### config.mk
export PLATFORM = sky130hd
export DESIGN_NAME = ioctl_download_tx
export DESIGN_NICKNAME = d
export VERILOG_FILES = /design/src/rtl/ioctl_download_tx.sv
export SDC_FILE = /design/constraint.sdc
export NUM_CORES = 1
export LEC_CHECK = 0
export ABC_AREA = 1
export ABC_CLOCK_PERIOD_IN_PS = 3400
export BUFFER_PORTS_ARGS = -buffer_cell sky130_fd_sc_hd__buf_2
export CAP_MARGIN = 20
export CORE_ASPECT_RATIO = 2
export CORE_MARGIN = 2
export CORE_UTILIZATION = 45
export CTS_CLUSTER_SIZE = 24
export DETAILED_ROUTE_END_ITERATION = 10
export PLACE_DENSITY = 0.67
export REMOVE_ABC_BUFFERS = 1
export SKIP_CTS_REPAIR_TIMING = 1
export SLEW_MARGIN = 10
export SYNTH_ARGS = -nofsm -noshare
export SYNTH_HDL_FRONTEND = slang
export SYNTH_SLANG_ARGS = --single-unit
export TNS_END_PERCENT = 30
### constraint.sdc
create_clock -name clk_sys -period 3.4 [get_ports clk_sys]
set_clock_uncertainty 0.1 [all_clocks]
set_input_delay 0.17 -clock clk_sys [delete_from_list [all_inputs] [get_ports clk_sys]]
set_output_delay 0.17 -clock clk_sys [all_outputs]
set_load 0.01 [all_outputs]
### src/rtl/ioctl_download_tx.sv
`default_nettype none
// ============================================================================
// Module      : ioctl_download_tx
// Description : Replays a valid/ready byte stream as an ioctl_download
//               transfer, honouring ioctl_wait and a minimum write spacing.
// Revision    : 1.0 - initial release
// ============================================================================
module ioctl_download_tx #(
    parameter int ADDR_W = 25,
    parameter int WR_GAP = 3
) (
    input  logic              clk_sys,
    input  logic              reset_n,
    input  logic              start,
    input  logic              abort,
    input  logic [7:0]        index,
    input  logic [ADDR_W-1:0] length,
    input  logic              src_valid,
    input  logic [7:0]        src_data,
    output logic              src_ready,
    output logic              ioctl_download,
    output logic [7:0]        ioctl_index,
    output logic              ioctl_wr,
    output logic [ADDR_W-1:0] ioctl_addr,
    output logic [7:0]        ioctl_dout,
    input  logic              ioctl_wait,
    output logic              busy,
    output logic              done
);

    localparam logic [2:0] S_IDLE  = 3'd0;
    localparam logic [2:0] S_ARM   = 3'd1;
    localparam logic [2:0] S_FETCH = 3'd2;
    localparam logic [2:0] S_WRITE = 3'd3;
    localparam logic [2:0] S_GAP   = 3'd4;

    localparam int              GAP_W    = (WR_GAP > 1) ? $clog2(WR_GAP) : 1;
    localparam logic [GAP_W-1:0] GAP_LAST = GAP_W'(WR_GAP - 1);

    logic [2:0]        state;
    logic [ADDR_W-1:0] len_q;
    logic [ADDR_W-1:0] count;
    logic [GAP_W-1:0]  gap_cnt;

    // Abort masks the handshake so no byte is swallowed by a cancelled transfer.
    assign src_ready = (state == S_FETCH) & ~ioctl_wait & ~abort;

    always_ff @(posedge clk_sys or negedge reset_n) begin
        if (!reset_n) begin
            state          <= S_IDLE;
            len_q          <= '0;
            count          <= '0;
            gap_cnt        <= '0;
            ioctl_download <= 1'b0;
            ioctl_index    <= 8'h00;
            ioctl_wr       <= 1'b0;
            ioctl_addr     <= '0;
            ioctl_dout     <= 8'h00;
            busy           <= 1'b0;
            done           <= 1'b0;
        end else begin
            ioctl_wr <= 1'b0;
            done     <= 1'b0;
            if (abort && (state != S_IDLE)) begin
                state          <= S_IDLE;
                ioctl_download <= 1'b0;
                busy           <= 1'b0;
            end else begin
                case (state)
                    S_IDLE: begin
                        if (start && !abort) begin
                            if (length != '0) begin
                                ioctl_index    <= index;
                                len_q          <= length;
                                count          <= '0;
                                ioctl_download <= 1'b1;
                                busy           <= 1'b1;
                                state          <= S_ARM;
                            end else begin
                                done <= 1'b1;
                            end
                        end
                    end
                    S_ARM: begin
                        state <= S_FETCH;
                    end
                    S_FETCH: begin
                        if (src_valid && src_ready) begin
                            ioctl_dout <= src_data;
                            ioctl_addr <= count;
                            ioctl_wr   <= 1'b1;
                            state      <= S_WRITE;
                        end
                    end
                    S_WRITE: begin
                        count   <= count + ADDR_W'(1);
                        gap_cnt <= '0;
                        state   <= S_GAP;
                    end
                    S_GAP: begin
                        // Counter saturates at the last gap cycle; wait then stalls the exit.
                        if (gap_cnt != GAP_LAST) begin
                            gap_cnt <= gap_cnt + GAP_W'(1);
                        end else if (!ioctl_wait) begin
                            if (count == len_q) begin
                                ioctl_download <= 1'b0;
                                busy           <= 1'b0;
                                done           <= 1'b1;
                                state          <= S_IDLE;
                            end else begin
                                state <= S_FETCH;
                            end
                        end
                    end
                    default: begin
                        state <= S_IDLE;
                    end
                endcase
            end
        end
    end

endmodule
`default_nettype wire

### Word-level counts from Yosys, hierarchy flattened

Cells that the tools add are included.

* add/sub/neg operators: 2
* eq/ne operators: 15
* mux-type cells: 30
* bitwise logic cells: 5
* reductions and logical operators: 16

Operators with widths (count)
* 25-bit two-way mux: 2
* 25-bit case mux with 2 select lines: 1
* 25-bit by 1-bit adder with 25-bit output (second input constant): 1
* 25-bit == test: 1
* 25-bit nonzero test: 1
* 3-bit two-way mux: 6
* 1-bit two-way mux: 15
* 3-bit inequality test (second input constant): 5
* 3-bit case mux with 5 select lines: 1
* 2-bit inequality test (second input constant): 4
* 4-bit AND reduction: 2
* 3-bit by 2-bit == test with 1-bit output (second input constant): 2
* 3-bit AND reduction: 2
* 6-bit AND reduction: 1
* 3-bit nonzero test: 2
* 5-bit AND reduction: 1
* 2-bit two-way mux: 2
* 1-bit case mux with 2 select lines: 2
* 2-bit case mux with 2 select lines: 1
* 2-bit nonzero test: 2
* 3-bit by 1-bit == test with 1-bit output (second input constant): 1
* 3-bit == test (second input constant): 1
* 1-bit logical AND: 3
* 3-bit logical NOT: 1
* other kinds (5): 8

* register bits after elaboration: 99
* input bits: 47

### Depth between registers and ports, before layout

Gate-level depths: netlist (run 1).

* depth after elaboration: 7
* mapped depth: 12
* depth with buffers taken out: 11

### Worst setup path before layout (run 1)

Ideal clock, no wire load.

* path kind: flip-flop to flip-flop
* start: register count[0]
* end: register count[24]
* data arrival time: 1.465 ns
* data required time: 3.183 ns
* slack: 1.718 ns
* stages on the path, launching flop included: 10
* path buffers: 0
* clock period less this slack: 1.682 ns
* path through: dfrtp_1 -> ha_1 -> nand3_1 -> inv_2 -> nand2_2 -> nor3_2 -> xnor2_1 -> nor2_1 -> nand2_1 -> nand2_1

* longest elaborated chain between the ends: 2

Ends and longest elaborated chain
* from (decl): RTL line 42 `logic [ADDR_W-1:0] count;`
* from (signal assigned): RTL line 96 `count <= count + ADDR_W'(1);`
* 25-bit by 1-bit adder with 25-bit output: RTL line 96
* 25-bit case mux with 2 select lines: RTL line 69 `case (state)`

No other way between the ends.
A chain may end at the register's enable or synchronous reset.

### Final worst setup path (run 1)

* start: input port length[24]
* end: register count[16]

* longest elaborated chain between the ends: 3

Ends and longest elaborated chain
* from (decl): RTL line 17 `input logic [ADDR_W-1:0] length,`
* 25-bit nonzero test: RTL line 72 `if (length != '0) begin`
* 2-bit inequality test (no source line)
* 4-bit AND reduction (no source line)

No other way between the ends.

==> results of run 1 <==
[routing by layer]
layer	track usage, %	routed length [um]	part of all wire (%)
met5	0	0	0
met4	7.88	246	1.8
met3	2.86	313	2.3
met2	43.7	7680	58
met1	24.8	5080	38
[how the worst max path moves through the flow]
stage / start / endpoint / slack (ns) / cells past startpoint
2_1_floorplan: state[2] / count[12] / 0.77 / 8
3_3_place_gp: state[2] / count[6] / 1.01 / 8
3_5_place_dp: state[2] / count[6] / 0.94 / 8
5_1_grt: length[24] / count[16] / 0.60 / 10
4_1_cts: state[2] / count[9] / 0.91 / 7
6_report: length[24] / count[16] / 0.83 / 10
[area by class of cell]
| class | count | share of cell area, % |
|---|---|---|
| tap | 140 | 2.83 |
| timing repair buffer | 119 | 12.1 |
| sequential | 99 | 40.1 |
| multi-input combinational | 433 | 35.4 |
| clock buffer | 11 | 4.09 |
| inverter | 67 | 4.07 |
| clock inverter | 5 | 1.38 |
[sequential cells by signal, summed over array words and instances, names as in the netlist]
register,flops
busy,1
count,25
done,1
gap_cnt,2
ioctl_addr,25
ioctl_dout,8
ioctl_index,8
ioctl_wr,1
len_q,25
state,3
[cells by family after synthesis]
group | Yosys count | share of synthesized area [%]
adders and majority gates | 2 | 0.493
and+or+nand+nor | 325 | 28.5
AOI/OAI and AO/OA | 73 | 7.79
xor gates and xnor gates | 20 | 3.45
buffers and inverters | 91 | 8.15
DFF | 99 | 48.8
muxes | 13 | 2.88
[report_power, final]
part           switching (uW)  total [uW]  internal [uW]
combinational             732        1280            544
sequential                247        1800           1550
clock                     445        1130            687
[cells in the final DEF (no fill, tap or decap), types with 2 or more instances in the layout]
cell type	count
o31ai_1	3
nand3_1	41
buf_4	6
nand2_2	7
ha_1	2
nor2_2	4
nand3_2	3
bufinv_16	2
xor2_1	16
inv_2	13
nand4_1	16
xnor2_1	4
nor3_2	4
inv_1	54
a21oi_2	2
o21ai_1	24
clkbuf_8	2
nand2_1	181
clkinv_4	2
nor3_1	7
nor2_1	56
dfrtp_1	99
a21oi_1	20
nor3_4	4
buf_2	91
o21ai_0	20
mux2_2	13
dlygate4sd3_1	20
clkbuf_16	9
o21ai_2	4
[metrics by stage]
stage | setup WS, ns | std cells | util, %
global placement | 1.01 | 837 | 51.3
global route | 0.602 | 874 | 56.5
finish | 0.833 | 874 | 56.5
CTS | 0.914 | 853 | 54.4
floorplan | 0.770 | 599 | -
detailed placement | 0.943 | 837 | 51.3
==> results.toml, run 1 <==
[clock_network]
cts-root-buf = "clkbuf_16"
numClockSinks = 99
cts_tree = "done"
worstSkewPairLatency_ns = 0.35
cts_buffers = 9
cts_buffer_depth = 2
h-tree-depth = 3
clk_pin_slew_ns = 0.07

[final_layout]
n_fill_cell = 1061
nets = 778
multi_input_area_sq_um = 2190
final_area_sq_um = 6180
drive_gt1_share_pct = 23.0
seqCellArea_sq_um = 2480
area_growth_syn_to_layout_pct = 21.7
num_antenna_cells = 0

[worst_setup_path]
start_kind = "primary input"
r2r_slack_ns = 0.91
worst_path_largest_cell_delay_ns = 0.54
cp_common_cell = "nand2_1"
critical_path_class = "primary input to flop"
crit_slowest_cell = "nand2_2"
cpLargestDelayFamily = "simple AND/OR/NAND/NOR gates"
crit_arrival_ns = 2.66
cp_data_required_time_ns = 3.49
worstPathMaxFanout = 39
worstRegToRegCells = 8
path_buf_inv = 2
crit_chain = "dlygate4sd3_1 -> buf_2 -> nor3_2 -> nand2_1 -> nor2_2 -> nand2_1 -> nand3_2 -> nand2_2 -> nand3_1 -> o21ai_0"
end_kind = "flop"
reg2reg_from = "state[2]"
r2r-end = "count[6]"

[job]
cap_violations = 0

[timing]
maxSlewViolCount = 0
relSlewSlack_pct = 50.3
finalSetupViolCount = 0
finalSetupTns_ns = 0
rsz0062_at_grt = "false"
fmax_mhz = 390
finalCritPeriodShare_pct = 75.5
hold_viol = 8
tightestPinTransition_ns = 0.743
holdWs_ns = -0.0152
min_period_ns = 2.57

[pwr]
p_total_uw = 4210
power.leakage_uw = 0.00318
irDropWorstVdd_uv = 336
p_per_area_nw_per_um2 = 681

[yosys]
synth_top_area_cell = "dfrtp_1"
yosys.cell_count.top_type = "nand2_1"
seq_area_frac_synth_pct = 48.8
synth_top_area_share_pct = 48.8
syn_inst = 623
ys_types = 30
synthFlopType = "dfrtp_1"
avgSynthCellArea_sq_um = 8.15
netlist_area_sq_um = 5080
ys_seq_elements = 99
synthTopCellsByCount = "182 x nand2_1, 99 x dfrtp_1, 56 x nor2_1"
synth_enable_flop_cells = 0
async_flop_share_pct = 100
synthTopCellsByArea = "dfrtp_1 49%, nand2_1 13%, nor2_1 4.1%"
ys_warn_count = 0

[floorplanning]
num_io_pins = 93
die_w_um = 79.1
die_area_sq_um = 12200
die_y_um = 154
coreArea_sq_um = 10900
start_util_pct = 46.4
num_rows = 54

[status]
violations = "hold timing"
status = "finished with violations"

[drt]
vias_per_cell = 5.04
drc = 0
first_pass_iters = 4
ant_nets = 0
wl_per_cell_um = 15.2
first_iter_violations = 250
vias = 4409
drt_wl_total_mm = 13.3

[global_routing]
grt_use_total_pct = 22.7
grt_pass1_vias = 4296
grt_pass1_wl_mm = 21.4
antenna_found_initial = 0
grt_max_degree = 80
gr-total-overflow = 0

[place]
dp_hpwl_mm = 9.84
gp_congestion = 0.920
numPortBuffers = 92
postPlaceCellArea_sq_um = 5610

[hold_path]
hold_path.class = "primary input to flop"
hold_path_end = "len_q[22]"
min-delay-start = "length[22]"
min_path_cells = 2
Power figures use the tool's default switching activity.
==> inputs of run 2 (changes only) <==
--- a/config.mk
+++ b/config.mk
@@ -5,8 +5,8 @@
 export SDC_FILE = /design/constraint.sdc
 export NUM_CORES = 1
 export LEC_CHECK = 0
-export ABC_AREA = 1
-export ABC_CLOCK_PERIOD_IN_PS = 3400
+export ABC_AREA = 0
+export ABC_CLOCK_PERIOD_IN_PS = 2600
 export BUFFER_PORTS_ARGS = -buffer_cell sky130_fd_sc_hd__buf_2
 export CAP_MARGIN = 20
 export CORE_ASPECT_RATIO = 2
==> constraint.sdc (replaced) <==
create_clock -name clk_sys -period 2.6 [get_ports clk_sys]
set_clock_uncertainty 0.1 [all_clocks]
set_input_delay 0.13 -clock clk_sys [delete_from_list [all_inputs] [get_ports clk_sys]]
set_output_delay 0.13 -clock clk_sys [all_outputs]
set_load 0.01 [all_outputs]
==> results.toml, run 2 <==
[worst_setup_path]
cpLargestDelayFamily = "buffers and inverters"
crit_end = "busy"
cp-startpoint = "length[1]"
cp_common_cell = "buf_4"
r2r_slack_ns = 0.41
start_kind = "primary input"
worstRegToRegCells = 5
end_kind = "flop"
critical_path_class = "primary input to flop"
path_depth = 9
crit_chain = "dlygate4sd3_1 -> buf_2 -> nor4_1 -> nand4_1 -> buf_4 -> o211a_1 -> buf_4 -> a31oi_1 -> o21ai_0"
crit_arrival_ns = 2.43
cp_data_required_time_ns = 2.72
worst_path_largest_cell_delay_ns = 0.54
r2r-end = "count[24]"
worstPathMaxFanout = 25
reg2reg_from = "state[1]"
path_buf_inv = 4
crit_slowest_cell = "dlygate4sd3_1"

[pwr]
p_clk_share_pct = 37.4
intPower_uw = 2860
irDropWorstVdd_uv = 508
combPwrFrac_pct = 15.5
power.leakage_uw = 0.00311
sequentialPowerShare_pct = 47.1
p_sw_uw = 1040
p_sw_share_pct = 26.7
p_per_area_nw_per_um2 = 648

[yosys]
ys_seq_elements = 99
syn_inst = 444
seq_area_frac_synth_pct = 54.0
synth_top_area_share_pct = 54.0
synth_enable_flop_cells = 0
ys_warn_count = 0
yosys.cell_count.top_type = "nand2_1"
synth_top_area_cell = "dfrtp_1"
synthFlopType = "dfrtp_1"
async_flop_share_pct = 100
avgSynthCellArea_sq_um = 10.3
synthTopCellsByCount = "120 x nand2_1, 99 x dfrtp_1, 32 x xor2_1"
synthTopCellsByArea = "dfrtp_1 54%, nand2_1 9.8%, mux2_2 7.6%"
netlist_area_sq_um = 4590
ys_types = 46

[clock_network]
cts_buffer_depth = 2
numClockSinks = 99
h-tree-depth = 3
clk_pin_slew_ns = 0.06
cts_tree = "done"
cts_buffers = 9
worstSkewPairLatency_ns = 0.35
cts-root-buf = "clkbuf_16"

[drt]
first_pass_iters = 4
vias = 3706
first_iter_violations = 293
vias_per_cell = 5.12
drt_wl_total_mm = 12.1
drc = 0
ant_nets = 0
wl_per_cell_um = 16.7

[final_layout]
nets = 633
layout_commonest_cell = "nand2_1"
final_util_pct = 60.0
area_growth_syn_to_layout_pct = 31.0
n_fill_cell = 897
largest_registers = "count (25), ioctl_addr (25), len_q (25)"
drive_gt1_share_pct = 28.5
final_cell_mix = "120 x nand2_1, 99 x dfrtp_1, 91 x buf_2, 42 x dlygate4sd3_1, 32 x xor2_1"
num_antenna_cells = 0

[global_routing]
grt_pass1_vias = 3525
antenna_found_initial = 0
grt_max_degree = 52
grt_use_total_pct = 22.2
grt_pass1_wl_mm = 18.2
gr-total-overflow = 0

[status]
status = "finished with violations"
violations = "hold timing"

[floorplanning]
die_area_sq_um = 11100
num_io_pins = 93
coreArea_sq_um = 10000
die_w_um = 75.4
num_rows = 52
start_util_pct = 45.8
die_y_um = 147

[hold_path]
hold_path.class = "primary input to flop"
min_path_cells = 2

[timing]
fmax_mhz = 433
holdWs_ns = -0.00132
tightestPinTransition_ns = 0.632
rsz0062_at_grt = "false"
finalCritPeriodShare_pct = 88.8
relSlewSlack_pct = 57.9
hold_viol = 1
finalSetupTns_ns = 0
maxSlewViolCount = 0
finalSetupViolCount = 0
min_period_ns = 2.31

[place]
dp_hpwl_mm = 8.35
numPortBuffers = 92
gp_congestion = 0.888

[job]
cap_violations = 0
-- run 2: cell count changes in the layout (fill, tap and decap cells not counted), sizes merged, moves of 22 or more --
| cell | delta |
|---|---|
| nor2 | -39 |
| nand3 | -33 |
| o21ai | -36 |
| nand2 | -67 |
| dlygate4sd3 | +22 |
| inv | -60 |
-- run 2: kinds of logic (layout without fill, tap and decap cells) --
kind of cell | after synthesis | in the layout | share of synthesized area (%)
compound gates | 28 | 28 | 4.03
xor+xnor | 40 | 40 | 7.63
fa+ha+maj | 2 | 2 | 0.545
buf+inv | 29 | 174 | 3.19
flops | 99 | 99 | 54.0
mux | 37 | 37 | 8.91
simple gates | 209 | 209 | 21.7
-- run 2: layout make-up --
class / instances / area [sq um] / share of cell area, %
Clock buffer: 10 / 239 / 3.97
Clock inverter: 6 / 88.8 / 1.48
Inverter: 7 / 26.3 / 0.437
Multi-Input combinational cell: 316 / 1980 / 32.9
Sequential cell: 99 / 2480 / 41.2
Tap cell: 135 / 169 / 2.81
Timing Repair Buffer: 151 / 1040 / 17.2
-- run 2: how the worst min path moves through the flow --
| stage | from | to | slack (ns) |
|---|---|---|---|
| 3_5_place_dp | reset_n | ioctl_index[7] | 0.1 |
| 6_report | abort | state[2] | -0.001 |
| 4_1_cts | reset_n | ioctl_addr[11] | -0.28 |
| 3_3_place_gp | reset_n | ioctl_index[7] | 0.09 |
| 5_1_grt | abort | state[0] | 0.01 |
| 2_1_floorplan | reset_n | busy | -0.27 |
-- run 2: routing by layer --
layer	share of wire [%]	wire length, um	track usage [%]
met1	37	4470	26.3
met2	55	6630	37.2
met3	3.4	411	4.39
met4	4.7	568	10.7
met5	0	0	0
-- run 2: power by group through the flow --
stage	Sequential, uW	Clock (uW)	Combinational (uW)
CTS	1830	1480	561
detailed placement	1860	0	557
global placement	1850	0	543
global route	1850	1550	668
floorplan	1870	0	261
finish	1830	1460	604
-- run 2: worst reg2reg max path, stage by stage, from the launching register on --
cell and delay [ns]:
dfrtp_1 0.55, nand4bb_1 0.24, nor3_2 0.35, nand2_1 0.21, a2111oi_2 0.44, mux2i_1 0.22
-- run 2: metrics by stage --
stage / area (sq um) / power, uW / setup WS [ns] / cells
3_3_place_gp: 5270 / 2390 / 0.523 / 666
3_5_place_dp: 5270 / 2420 / 0.442 / 666
5_1_grt: 6010 / 4070 / 0.163 / 724
6_report: 6010 / 3890 / 0.292 / 724
2_1_floorplan: 4470 / 2130 / 0.261 / 422
4_1_cts: 5590 / 3880 / 0.421 / 682
